### src/rtl/if_stage_if.sv
// Instruction ROM bus between the fetch stage and the instruction ROM.
// The fetch stage (master) drives the chip enable and the fetch address.
// The ROM (slave) returns the instruction combinationally. It returns zero
// while the chip enable is low.
interface if_stage_if;
    logic        rom_ce;
    logic [31:0] rom_addr;
    logic [31:0] rom_inst;

    modport master (
        output rom_ce,
        output rom_addr,
        input  rom_inst
    );

    modport slave (
        input  rom_ce,
        input  rom_addr,
        output rom_inst
    );
endinterface

### src/rtl/if_stage.sv
// Instruction-fetch stage.
// - Owns the program counter and drives the instruction ROM.
// - Registers the fetched word into the IF/ID latch.
// - Applies flush, stall and branch redirects.
// - Parks a branch that arrives while fetch is stalled, so it is not lost.
//
// Optional feature: define IF_ALIGN_CHECK_EN to flag misaligned fetches on
// id_exc_adel. A flagged fetch latches a bubble word. When the macro is
// undefined, id_exc_adel is tied low.
module if_stage #(
    parameter logic [31:0] RESET_PC = 32'h0000_0000
) (
    input  logic               clk,
    input  logic               rst,
    input  logic               stall_if,
    input  logic               stall_id,
    input  logic               flush,
    input  logic [31:0]        new_pc,
    input  logic               branch_flag_i,
    input  logic [31:0]        branch_target_i,
    if_stage_if.master         rom,
    output logic [31:0]        id_pc,
    output logic [31:0]        id_inst,
    output logic               id_exc_adel
);

    logic        ce_q;
    logic [31:0] pc_q,          pc_d;
    logic        pend_valid_q,  pend_valid_d;
    logic [31:0] pend_target_q, pend_target_d;
    logic [31:0] id_pc_q,       id_pc_d;
    logic [31:0] id_inst_q,     id_inst_d;
    logic        id_adel_q,     id_adel_d;
    logic        misalign;

`ifdef IF_ALIGN_CHECK_EN
    assign misalign = ce_q & (pc_q[1:0] != 2'b00);
`else
    assign misalign = 1'b0;
`endif

    // Next PC and pending-branch state.
    // Priority: flush, then stall, then the parked branch, then a live
    // branch, then sequential fetch. The PC holds RESET_PC until the ROM
    // is enabled.
    always_comb begin
        pc_d          = pc_q;
        pend_valid_d  = pend_valid_q;
        pend_target_d = pend_target_q;
        if (ce_q) begin
            if (flush) begin
                pc_d         = new_pc;
                pend_valid_d = 1'b0;
            end else if (stall_if) begin
                // Park only the first branch seen during a stall. Execute
                // cannot issue a second branch across the same stall.
                if (branch_flag_i && !pend_valid_q) begin
                    pend_valid_d  = 1'b1;
                    pend_target_d = branch_target_i;
                end
            end else if (pend_valid_q) begin
                pc_d         = pend_target_q;
                pend_valid_d = 1'b0;
            end else if (branch_flag_i) begin
                pc_d = branch_target_i;
            end else begin
                pc_d = pc_q + 32'd4;
            end
        end
    end

    // Next IF/ID latch contents.
    // A redirect cycle still captures the current pair; only flush drops it.
    always_comb begin
        id_pc_d   = id_pc_q;
        id_inst_d = id_inst_q;
        id_adel_d = id_adel_q;
        if (flush) begin
            id_pc_d   = 32'h0;
            id_inst_d = 32'h0;
            id_adel_d = 1'b0;
        end else if (stall_if && !stall_id) begin
            id_pc_d   = 32'h0;
            id_inst_d = 32'h0;
            id_adel_d = 1'b0;
        end else if (!stall_id) begin
            id_pc_d   = pc_q;
            id_inst_d = misalign ? 32'h0 : rom.rom_inst;
            id_adel_d = misalign;
        end
    end

    // Fetch-side state registers with asynchronous reset.
    always_ff @(posedge clk or posedge rst) begin
        if (rst) begin
            ce_q          <= 1'b0;
            pc_q          <= RESET_PC;
            pend_valid_q  <= 1'b0;
            pend_target_q <= 32'h0;
        end else begin
            ce_q          <= 1'b1;
            pc_q          <= pc_d;
            pend_valid_q  <= pend_valid_d;
            pend_target_q <= pend_target_d;
        end
    end

    // IF/ID pipeline latch with asynchronous reset.
    always_ff @(posedge clk or posedge rst) begin
        if (rst) begin
            id_pc_q   <= 32'h0;
            id_inst_q <= 32'h0;
            id_adel_q <= 1'b0;
        end else begin
            id_pc_q   <= id_pc_d;
            id_inst_q <= id_inst_d;
            id_adel_q <= id_adel_d;
        end
    end

    assign rom.rom_ce   = ce_q;
    assign rom.rom_addr = pc_q;
    assign id_pc        = id_pc_q;
    assign id_inst      = id_inst_q;
    assign id_exc_adel  = id_adel_q;

endmodule

### src/flat_wrapper.sv
// flat-port wrapper written by rule: the top's interface ports become plain ports
module if_stage_flat 
#(
    parameter logic [31:0] RESET_PC = 32'h0000_0000
)
  (clk, rst, stall_if, stall_id, flush, new_pc, branch_flag_i, branch_target_i, id_pc, id_inst, id_exc_adel, rom_rom_ce, rom_rom_addr, rom_rom_inst);
  if_stage_if rom_i ();
  input  logic clk;
  input  logic rst;
  input  logic stall_if;
  input  logic stall_id;
  input  logic flush;
  input  logic [31:0] new_pc;
  input  logic branch_flag_i;
  input  logic [31:0] branch_target_i;
  output logic [31:0] id_pc;
  output logic [31:0] id_inst;
  output logic id_exc_adel;
  output wire logic [$bits(rom_i.rom_ce)-1:0] rom_rom_ce;
  output wire logic [$bits(rom_i.rom_addr)-1:0] rom_rom_addr;
  input wire logic [$bits(rom_i.rom_inst)-1:0] rom_rom_inst;
  assign rom_rom_ce = rom_i.rom_ce;
  assign rom_rom_addr = rom_i.rom_addr;
  assign rom_i.rom_inst = rom_rom_inst;
  if_stage #(.RESET_PC(RESET_PC)) u_core (.clk(clk), .rst(rst), .stall_if(stall_if), .stall_id(stall_id), .flush(flush), .new_pc(new_pc), .branch_flag_i(branch_flag_i), .branch_target_i(branch_target_i), .rom(rom_i), .id_pc(id_pc), .id_inst(id_inst), .id_exc_adel(id_exc_adel));
endmodule
### config.mk
export PLATFORM = sky130hd
export DESIGN_NAME = if_stage_flat
export DESIGN_NICKNAME = d
export VERILOG_FILES = /design/src/rtl/if_stage_if.sv /design/src/rtl/if_stage.sv /design/src/flat_wrapper.sv
export SDC_FILE = /design/constraint.sdc
export NUM_CORES = 1
export LEC_CHECK = 0
export CORE_MARGIN = 3
export CORE_UTILIZATION = 47
export CTS_BUF_LIST = sky130_fd_sc_hd__clkbuf_16
export DETAILED_ROUTE_END_ITERATION = 12
export PLACE_DENSITY = 0.81
export SLEW_MARGIN = 5
export SYNTH_ARGS = -nofsm -noshare
export SYNTH_HDL_FRONTEND = slang
export SYNTH_SLANG_ARGS = --single-unit
### constraint.sdc
create_clock -name clk -period 6.2 [get_ports clk]
set_input_delay 1.24 -clock clk [delete_from_list [all_inputs] [get_ports clk]]
set_output_delay 1.24 -clock clk [all_outputs]
set_load 0.005 [all_outputs]
==> flow_metrics.env, run 1 <==
export IMPL_initial_utilization_pct=48.6
export IMPL_syn_area_sq_mm=0.00621
export IMPL_holdPathEnd="u_core.pend_target_q[2]$_DFFE_PP0P_"
export IMPL_end_kind="flip-flop"
export IMPL_cts_root_buf="clkbuf_16"
export IMPL_grt_pass1_wl_um=30800
export IMPL_criticalPathCategory="in2reg"
export IMPL_worstReg2RegStart="u_core.rom.rom_addr[2]$_DFFE_PP0P_"
export IMPL_hold_depth=1
export IMPL_numCtsBuffers=17
export IMPL_post_route_period_util_pct=53.6
export IMPL_ys_top_cells_by_area="dfrtp_1 (52%), a22o_1 (9.6%), mux2_2 (5.8%), nand2_1 (2.8%), o21ai_0 (2.7%)"
export IMPL_cts_tree="done"
export IMPL_power_density_mw_per_mm2=280
export IMPL_cts_resized=0
export IMPL_peakVddDrop_mv=0.168
export IMPL_synth_flop_cell="dfrtp_1"
export IMPL_diodes=0
export IMPL_syn_nets=691
export IMPL_ys_ff_latch=130
export IMPL_drt_pass1_iter_count=6
export IMPL_drv_cap=0
export IMPL_wl_per_cell_um=20.6
export IMPL_maxSlewViolCount=0
export IMPL_viasPerCell=6.09
export IMPL_grt_pass1_vias=5613
export IMPL_synth_most_common_cell="dfrtp_1"
export IMPL_ant_nets=0
export IMPL_synthTopCellsByCount="dfrtp_1 (130), a22o_1 (68), nand2_1 (47)"
export IMPL_final_hold_viol_count=0
export IMPL_outcome="finished clean"
export IMPL_ys_warn_count=0
export IMPL_antenna_found_initial=0
export IMPL_p_leak_uw=0.00371
export IMPL_fill_cells=938
export IMPL_clk_pin_slew_worst_paths_ns=0.06
export IMPL_core_area_sq_mm=0.0128
export IMPL_ys_types=58
export IMPL_drt_initial_drc_count=476
export IMPL_min_period_ns=3.33
export IMPL_die_w_um=121
export IMPL_pre_cts_ws_ns=2.48
export IMPL_rows=41
export IMPL_max_freq_mhz=301
export IMPL_ff2ff_path_depth=5
export IMPL_hp_start="u_core.pend_target_q[2]$_DFFE_PP0P_"
export IMPL_rsz0062_at_grt="false"
export IMPL_crit_slowest_cell="nor2_1"
export IMPL_cts_htree_levels=4
export IMPL_cp_num_buf_inv=3
export IMPL_cts_hold_buf=0
export IMPL_gp_congestion=0.871
export IMPL_clock_sinks=130
export IMPL_numPortBuffers=198
export IMPL_fin_skew_ns=0.0107
export IMPL_worstHoldPathType="reg2reg"
export IMPL_yosysTopAreaCell="dfrtp_1"
export IMPL_io_pin_count=200
export IMPL_r2r_end="u_core.rom.rom_addr[29]$_DFFE_PP0P_"
export IMPL_dieArea_sq_mm=0.0146
export IMPL_grt_max_degree=77
export IMPL_worstPathArrival_ns=3.63
export IMPL_reg2reg_setup_slack_ns=3.67
export IMPL_cts_buffer_depth=2
export IMPL_synth_async_sr_flop_share_pct=100
export IMPL_setup_viol=0
export IMPL_hold_ws_ns=0.501
export IMPL_layout_nets=875
export IMPL_critPathTopFamily="simple AND/OR/NAND/NOR gates"
export IMPL_area_growth_pct=42.9
export IMPL_drcViolationCount=0
export IMPL_gr_total_overflow=0
export IMPL_cp_max_fo=24
export IMPL_relSlewSlack_pct=39.6
export IMPL_syn_instance_count=588
export IMPL_routed_wirelength_um=19700
export IMPL_hpwlAfterDp_um=13800
export IMPL_path_cells="clkdlybuf4s50_1, buf_4, clkinv_1, nor2_1, a221oi_1, or3_1, o311ai_0"
export IMPL_setup_tns_ns=0
export IMPL_cts_setup_buffers=0
export IMPL_drive_gt1_share_pct=11.1
export IMPL_vias=5824
export IMPL_synth_edff_count=0
export IMPL_syn_avg_cell_area_sq_um=10.6
export IMPL_die_h_um=121
export IMPL_clk_latency_ns=0.42
export IMPL_slowest_delay_ns=0.72
export IMPL_synth_seq_area_share_pct=52.4
export IMPL_grtUsageTotal_pct=27.2
export IMPL_worst_slack_ns=2.87
export IMPL_worstSetupStartpointType="input port"
export IMPL_worstMarginPinSlew_ns=0.903
export IMPL_crit_required_ns=6.50
export IMPL_synth_top_area_share_pct=52.4
## sequential cells by signal, summed over array words and instances (netlist names)
| signal | count |
|---|---|
| u_core.rom.rom_addr | 32 |
| u_core.rom.rom_ce | 1 |
| u_core.id_inst | 32 |
| u_core.id_pc | 32 |
| u_core.pend_valid_q | 1 |
| u_core.pend_target_q | 32 |
## where the power goes
group	switching (uW)	total (uW)	internal [uW]	leakage, uW
combinational	210	488	278	0.00177
clock	368	913	545	0.000269
sequential	120	1080	959	0.00167
## layer usage
layer | GRT usage (%) | routed length, um | up-vias
met3 | 8.16 | 2150 | 35
li1 | - | - | 2598
met2 | 40.8 | 8800 | 365
met5 | 0 | 0 | -
met4 | 10.2 | 425 | 0
met1 | 37.2 | 8340 | 2826
## worst max-delay path by stage
stage	slack [ns]	from	to	cells after the start
floorplan	1.49	rst	u_core.id_inst[0]$_DFFE_PP0P_	1
global placement	2.49	branch_flag_i	u_core.rom.rom_addr[27]$_DFFE_PP0P_	7
detailed placement	2.48	branch_flag_i	u_core.rom.rom_addr[27]$_DFFE_PP0P_	7
CTS	2.90	branch_flag_i	u_core.rom.rom_addr[27]$_DFFE_PP0P_	7
global route	2.70	branch_flag_i	u_core.rom.rom_addr[27]$_DFFE_PP0P_	7
finish	2.87	branch_flag_i	u_core.rom.rom_addr[27]$_DFFE_PP0P_	7
## layout by cell type (no fill, tap or decap), types with 7 or more instances in the layout
master / Yosys / layout
nor3_1: 12 / 11
clkdlybuf4s50_1: 0 / 197
nand2_1: 47 / 47
o31ai_1: 7 / 7
a21oi_1: 18 / 18
a221oi_1: 11 / 11
nand4_1: 10 / 10
mux2_2: 32 / 32
inv_1: 8 / 8
dfrtp_1: 130 / 130
buf_4: 1 / 11
a31oi_1: 14 / 14
o21ai_0: 34 / 34
nand2b_1: 13 / 13
nor2_1: 31 / 31
clkbuf_16: 0 / 17
nand3_1: 19 / 19
a22o_1: 68 / 68
## stage by stage
step | instances | utilization (%) | cell area, sq um | power, uW
finish | 957 | 69.4 | 8870 | 2480
floorplan | 588 | - | 6210 | 1290
CTS | 957 | 69.4 | 8870 | 2500
detailed placement | 925 | 65.1 | 8320 | 1580
global placement | 925 | 65.1 | 8320 | 1560
global route | 957 | 69.4 | 8870 | 2590
## cell type report
| cell class | count | area (sq um) | share of cell area (%) |
|---|---|---|---|
| timing repair buffer | 209 | 2060 | 23.2 |
| tap | 172 | 215 | 2.43 |
| sequential | 130 | 3250 | 36.7 |
| clock inverter | 15 | 121 | 1.37 |
| multi-input combinational | 405 | 2750 | 31.1 |
| inverter | 9 | 38.8 | 0.437 |
| clock buffer | 17 | 425 | 4.80 |
## kinds of logic after synthesis
family	share of synthesized area (%)
buffers and inverters	3.43
and+or+nand+nor	13.5
other	0.121
adders and majority gates	0.202
xor gates and xnor gates	0.565
AOI/OAI and AO/OA	23.5
DFF	52.4
muxes	6.29
Note: power is estimated with default switching activity, not from simulation.
==> run 2, diff against run 1 <==
==> constraint.sdc (replaced) <==
create_clock -name clk -period 3.13 [get_ports clk]
set_input_delay 0.626 -clock clk [delete_from_list [all_inputs] [get_ports clk]]
set_output_delay 0.626 -clock clk [all_outputs]
set_load 0.005 [all_outputs]
==> run 2 against run 1 <==
Clock skew decreased by 0.0041 ns. Register-to-register slack got worse by 3.1 ns. Via count increased by 0.84%. Power increased by 94%. Largest power group unchanged. Critical endpoint is now u_core.rom.rom_addr[20]$_DFFE_PP0P_. Sequential power increased by 98%. Largest cell class unchanged. Routed wire length decreased by 1.2%.
==> flow_metrics.env, run 2 (synthesized netlist as in run 1, its figures left out) <==
export IMPL_p_comb_share_pct=20.3
export IMPL_worstPathArrival_ns=2.86
export IMPL_clk_latency_ns=0.41
export IMPL_seqPwrFrac_pct=44.4
export IMPL_fin_skew_ns=0.00659
export IMPL_worstHoldPathType="reg2reg"
export IMPL_clock_sinks=130
export IMPL_diodes=0
export IMPL_relSlewSlack_pct=51.3
export IMPL_ant_nets=0
export IMPL_cts_resized=0
export IMPL_setup_tns_ns=0
export IMPL_drv_cap=0
export IMPL_core_area_sq_mm=0.0128
export IMPL_cts_buffer_depth=2
export IMPL_end_kind="flip-flop"
export IMPL_grt_max_degree=65
export IMPL_rsz0062_at_grt="false"
export IMPL_pre_cts_ws_ns=0.535
export IMPL_die_w_um=121
export IMPL_power_switching_uw=1310
export IMPL_worstSetupStartpointType="flip-flop"
export IMPL_post_route_period_util_pct=80.5
export IMPL_wl_per_cell_um=20.2
export IMPL_viasPerCell=6.10
export IMPL_maxSlewViolCount=0
export IMPL_final_cell_area_sq_mm=0.00892
export IMPL_numPortBuffers=198
export IMPL_gr_total_overflow=0
export IMPL_grtUsageTotal_pct=27.3
export IMPL_grt_pass1_wl_um=31400
export IMPL_dieArea_sq_mm=0.0146
export IMPL_p_leak_uw=0.00374
export IMPL_grt_pass1_vias=5926
export IMPL_cts_root_buf="clkbuf_16"
export IMPL_worstMarginPinSlew_ns=0.730
export IMPL_vias=5873
export IMPL_area_growth_pct=43.6
export IMPL_cts_hold_buf=0
export IMPL_placed_area_sq_mm=0.00841
export IMPL_drive_gt1_share_pct=11.0
export IMPL_cts_tree="done"
export IMPL_totalPowerFinal_uw=4820
export IMPL_io_pin_count=200
export IMPL_max_freq_mhz=397
export IMPL_hpwlAfterDp_um=13800
export IMPL_crit_required_ns=3.47
export IMPL_peakVddDrop_mv=0.335
export IMPL_cts_setup_buffers=0
export IMPL_final_common_cell="clkdlybuf4s50_1"
export IMPL_cp_max_fo=7
export IMPL_layout_nets=884
export IMPL_mostFrequentLayoutCells="clkdlybuf4s50_1 (197), dfrtp_1 (130), a22o_1 (68), nand2_1 (47), o21ai_0 (34)"
export IMPL_power_density_mw_per_mm2=541
export IMPL_clk_pin_slew_worst_paths_ns=0.06
export IMPL_final_hold_viol_count=0
export IMPL_criticalPathCategory="reg2reg"
export IMPL_drcViolationCount=0
export IMPL_clkPwrFrac_pct=35.3
export IMPL_gp_congestion=0.945
export IMPL_min_period_ns=2.52
export IMPL_worst_slack_ns=0.609
export IMPL_rows=41
export IMPL_drt_initial_drc_count=486
export IMPL_setup_viol=0
export IMPL_antenna_found_initial=0
export IMPL_p_int_uw=3510
export IMPL_routed_wirelength_um=19500
export IMPL_drt_pass1_iter_count=5
export IMPL_switching_share_pct=27.2
export IMPL_outcome="finished clean"
export IMPL_cts_htree_levels=4
export IMPL_die_h_um=121
export IMPL_initial_utilization_pct=48.6
export IMPL_numCtsBuffers=17
-- run 2: final cells by class --
class | count | area, sq um
clock buffers | 17 | 425
repair buffers | 218 | 2150
inverters | 9 | 37.5
multi-input cells | 405 | 2750
clock inverters | 12 | 78.8
flip-flops and latches | 130 | 3250
fillers | 975 | 3860
well taps | 172 | 215
-- run 2: layer usage --
| layer | track usage [%] | routed length (um) | share of wire, % | up-vias |
|---|---|---|---|---|
| met3 | 6.43 | 1720 | 8.8 | 27 |
| li1 | - | - | - | 2623 |
| met2 | 42.6 | 9100 | 47 | 342 |
| met4 | 9.35 | 291 | 1.5 | 0 |
| met1 | 37.6 | 8360 | 43 | 2881 |
| met5 | 0 | 0 | 0 | - |
-- run 2: worst paths after layout --
kind / cells past startpoint / startpoint / end / slack (ns)
worst max register to register: 6 / u_core.rom.rom_addr[2]$_DFFE_PP0P_ / u_core.rom.rom_addr[20]$_DFFE_PP0P_ / 0.61
max in group asynchronous: 3 / rst / u_core.id_inst[29]$_DFFE_PP0P_ / 2.02
min in group asynchronous: 2 / rst / u_core.id_pc[17]$_DFFE_PP0P_ / 0.51
worst max-delay path: 6 / u_core.rom.rom_addr[2]$_DFFE_PP0P_ / u_core.rom.rom_addr[20]$_DFFE_PP0P_ / 0.61
worst min register to register: 1 / u_core.id_pc[19]$_DFFE_PP0P_ / u_core.id_pc[19]$_DFFE_PP0P_ / 0.50
worst min-delay path: 1 / u_core.id_pc[19]$_DFFE_PP0P_ / u_core.id_pc[19]$_DFFE_PP0P_ / 0.50
-- run 2: critical path, cell delays in order, from the launching register on --
cell	delay, ns
dfrtp_1	0.47
ha_1	0.26
nand3_1	0.18
or3_1	0.49
or4_4	0.53
o32ai_1	0.31
a22o_1	0.20
-- run 2: power by group through the flow --
stage          Sequential [uW]  Clock (uW)  Combinational, uW
2_1_floorplan             2090           0                465
3_5_place_dp              2160           0                969
6_report                  2140        1700                978
3_3_place_gp              2140           0                945
5_1_grt                   2170        1800               1060
4_1_cts                   2130        1730                979
-- run 2: per-stage QoR --
step	instances	hold WS, ns	utilization (%)
4_1_cts	963	0.505	69.8
5_1_grt	963	0.509	69.8
6_report	963	0.498	69.8
3_3_place_gp	934	0.483	65.9
3_5_place_dp	934	0.490	65.9
2_1_floorplan	588	0.474	-
==> run 3, diff against run 2 <==
--- a/config.mk
+++ b/config.mk
@@ -6,10 +6,10 @@
 export NUM_CORES = 1
 export LEC_CHECK = 0
 export CORE_MARGIN = 3
-export CORE_UTILIZATION = 47
+export CORE_UTILIZATION = 42
 export CTS_BUF_LIST = sky130_fd_sc_hd__clkbuf_16
 export DETAILED_ROUTE_END_ITERATION = 12
-export PLACE_DENSITY = 0.81
+export PLACE_DENSITY = 0.77
 export SLEW_MARGIN = 5
 export SYNTH_ARGS = -nofsm -noshare
 export SYNTH_HDL_FRONTEND = slang
==> constraint.sdc (replaced) <==
create_clock -name clk -period 2.3 [get_ports clk]
set_input_delay 0.46 -clock clk [delete_from_list [all_inputs] [get_ports clk]]
set_output_delay 0.46 -clock clk [all_outputs]
set_load 0.005 [all_outputs]
==> run 3 against run 2 <==
Worst hold slack better by 0.0053 ns. Critical path depth stayed put. Register-to-register slack worse by 0.42 ns. Clock-buffer cell count stayed put.
==> flow_metrics.env, run 3 (synthesized netlist as in run 1, its figures left out) <==
export IMPL_diodes=0
export IMPL_slowest_delay_ns=0.50
export IMPL_cts_buffer_depth=2
export IMPL_max_freq_mhz=473
export IMPL_relSlewSlack_pct=62.2
export IMPL_worstMarginPinSlew_ns=0.567
export IMPL_cts_tree="done"
export IMPL_clk_pin_slew_worst_paths_ns=0.05
export IMPL_die_w_um=128
export IMPL_hold_ws_ns=0.504
export IMPL_ant_nets=0
export IMPL_final_hold_viol_count=0
export IMPL_peakVddDrop_mv=0.481
export IMPL_numPortBuffers=198
export IMPL_cts_root_buf="clkbuf_16"
export IMPL_dp_cells=970
export IMPL_outcome="finished clean"
export IMPL_grt_max_degree=106
export IMPL_totalPowerFinal_uw=6750
export IMPL_maxSlewViolCount=0
export IMPL_numCtsBuffers=17
export IMPL_setup_viol=0
export IMPL_core_area_sq_mm=0.0141
export IMPL_clock_sinks=130
export IMPL_cts_hold_buf=0
export IMPL_drv_cap=0
export IMPL_rows=43
export IMPL_rsz0062_at_grt="false"
export IMPL_final_common_cell="clkdlybuf4s50_1"
export IMPL_stdcell_count=1002
export IMPL_critPathTopFamily="simple AND/OR/NAND/NOR gates"
export IMPL_fill_cells=1114
export IMPL_routed_wirelength_um=20100
export IMPL_power_density_mw_per_mm2=735
export IMPL_p_leak_uw=0.00388
export IMPL_crit_slowest_cell="or4_4"
export IMPL_worstPathArrival_ns=2.45
export IMPL_grtUsageTotal_pct=24.4
export IMPL_end_kind="flip-flop"
export IMPL_layout_nets=912
export IMPL_mostFrequentLayoutCells="clkdlybuf4s50_1 (197), dfrtp_1 (130), a22o_1 (68), nand2_1 (47), buf_4 (44)"
export IMPL_drt_initial_drc_count=337
export IMPL_viasPerCell=5.91
export IMPL_drt_pass1_iter_count=6
export IMPL_vias=5920
export IMPL_cp_num_buf_inv=0
export IMPL_cts_setup_buffers=0
export IMPL_drive_gt1_share_pct=14.4
export IMPL_fin_skew_ns=0.00444
export IMPL_path_cells="ha_1, nand3_1, or3_1, or4_4, o32a_1, o2bb2ai_1"
export IMPL_gr_total_overflow=0
export IMPL_die_h_um=128
export IMPL_grt_pass1_vias=5888
export IMPL_grt_pass1_wl_um=31300
export IMPL_post_route_period_util_pct=91.9
export IMPL_min_period_ns=2.11
export IMPL_worstSetupStartpointType="flip-flop"
export IMPL_dieArea_sq_mm=0.0163
export IMPL_wl_per_cell_um=20.0
export IMPL_hpwlAfterDp_um=14700
export IMPL_worstHoldPathType="reg2reg"
export IMPL_antenna_found_initial=0
export IMPL_cts_resized=0
export IMPL_gp_congestion=0.920
export IMPL_crit_required_ns=2.64
export IMPL_io_pin_count=200
export IMPL_cp_max_fo=4
export IMPL_criticalPathCategory="reg2reg"
export IMPL_initial_utilization_pct=43.9
export IMPL_drcViolationCount=0
export IMPL_cts_htree_levels=4
export IMPL_area_growth_pct=48.0
export IMPL_clk_latency_ns=0.41
==> run 3: cell count changes in the layout (fill, tap and decap cells not counted) <==
cell        change
inv_1           -1
buf_4          +26
clkinvlp_4      +3
buf_12          +2
clkinv_1        +1
==> run 3: layout make-up <==
type / instances / area (sq um) / area share (%)
Clock buffer: 17 / 425 / 4.63
Clock inverter: 15 / 101 / 1.10
Multi-Input combinational cell: 405 / 2750 / 30.0
Timing Repair Buffer: 246 / 2390 / 26.0
Tap cell: 180 / 225 / 2.45
Inverter: 9 / 37.5 / 0.409
Sequential cell: 130 / 3250 / 35.4
==> run 3: final timing paths <==
check | endpoint | slack, ns | from | cells after the start
hold / removal | u_core.id_inst[1]$_DFFE_PP0P_ | 0.50 | u_core.id_inst[1]$_DFFE_PP0P_ | 1
setup reg to reg | u_core.rom.rom_addr[18]$_DFFE_PP0P_ | 0.19 | u_core.rom.rom_addr[2]$_DFFE_PP0P_ | 6
hold reg to reg | u_core.id_inst[1]$_DFFE_PP0P_ | 0.50 | u_core.id_inst[1]$_DFFE_PP0P_ | 1
max in group asynchronous | u_core.pend_target_q[14]$_DFFE_PP0P_ | 1.29 | rst | 3
min in group asynchronous | u_core.id_inst[9]$_DFFE_PP0P_ | 0.52 | rst | 3
setup / recovery | u_core.rom.rom_addr[18]$_DFFE_PP0P_ | 0.19 | u_core.rom.rom_addr[2]$_DFFE_PP0P_ | 6
==> run 3: routing by layer <==
metal  part of all wire, %  global-route usage [%]  up-vias
li1                      -                       -     2680
met5                     0                       0        -
met1                    42                    32.9     2860
met2                    47                    38.6      341
met4                   2.1                    9.55        0
met3                   9.0                    5.31       39
==> run 3: stage by stage <==
stage | area [sq um] | setup WS (ns) | utilization (%) | TNS, ns
after floorplan | 6210 | 0.134 | - | 0
after global placement | 8660 | 0.0285 | 61.2 | 0
after detailed placement | 8660 | -0.0140 | 61.2 | -0.0140
after CTS | 9180 | 0.201 | 64.9 | 0
after global routing | 9180 | 0.0594 | 64.9 | 0
final | 9180 | 0.187 | 64.9 | 0
==> run 3: worst reg2reg max path, cell delays in order (launching register included) <==
cell,delay [ns]
dfrtp_1,0.35
ha_1,0.22
nand3_1,0.14
or3_1,0.37
or4_4,0.50
o32a_1,0.31
o2bb2ai_1,0.14
==> run 3: report_power, final <==
group          switching (uW)  total, uW  internal (uW)
clock network             957       2400           1450
logic                     674       1520            847
registers                 236       2820           2590
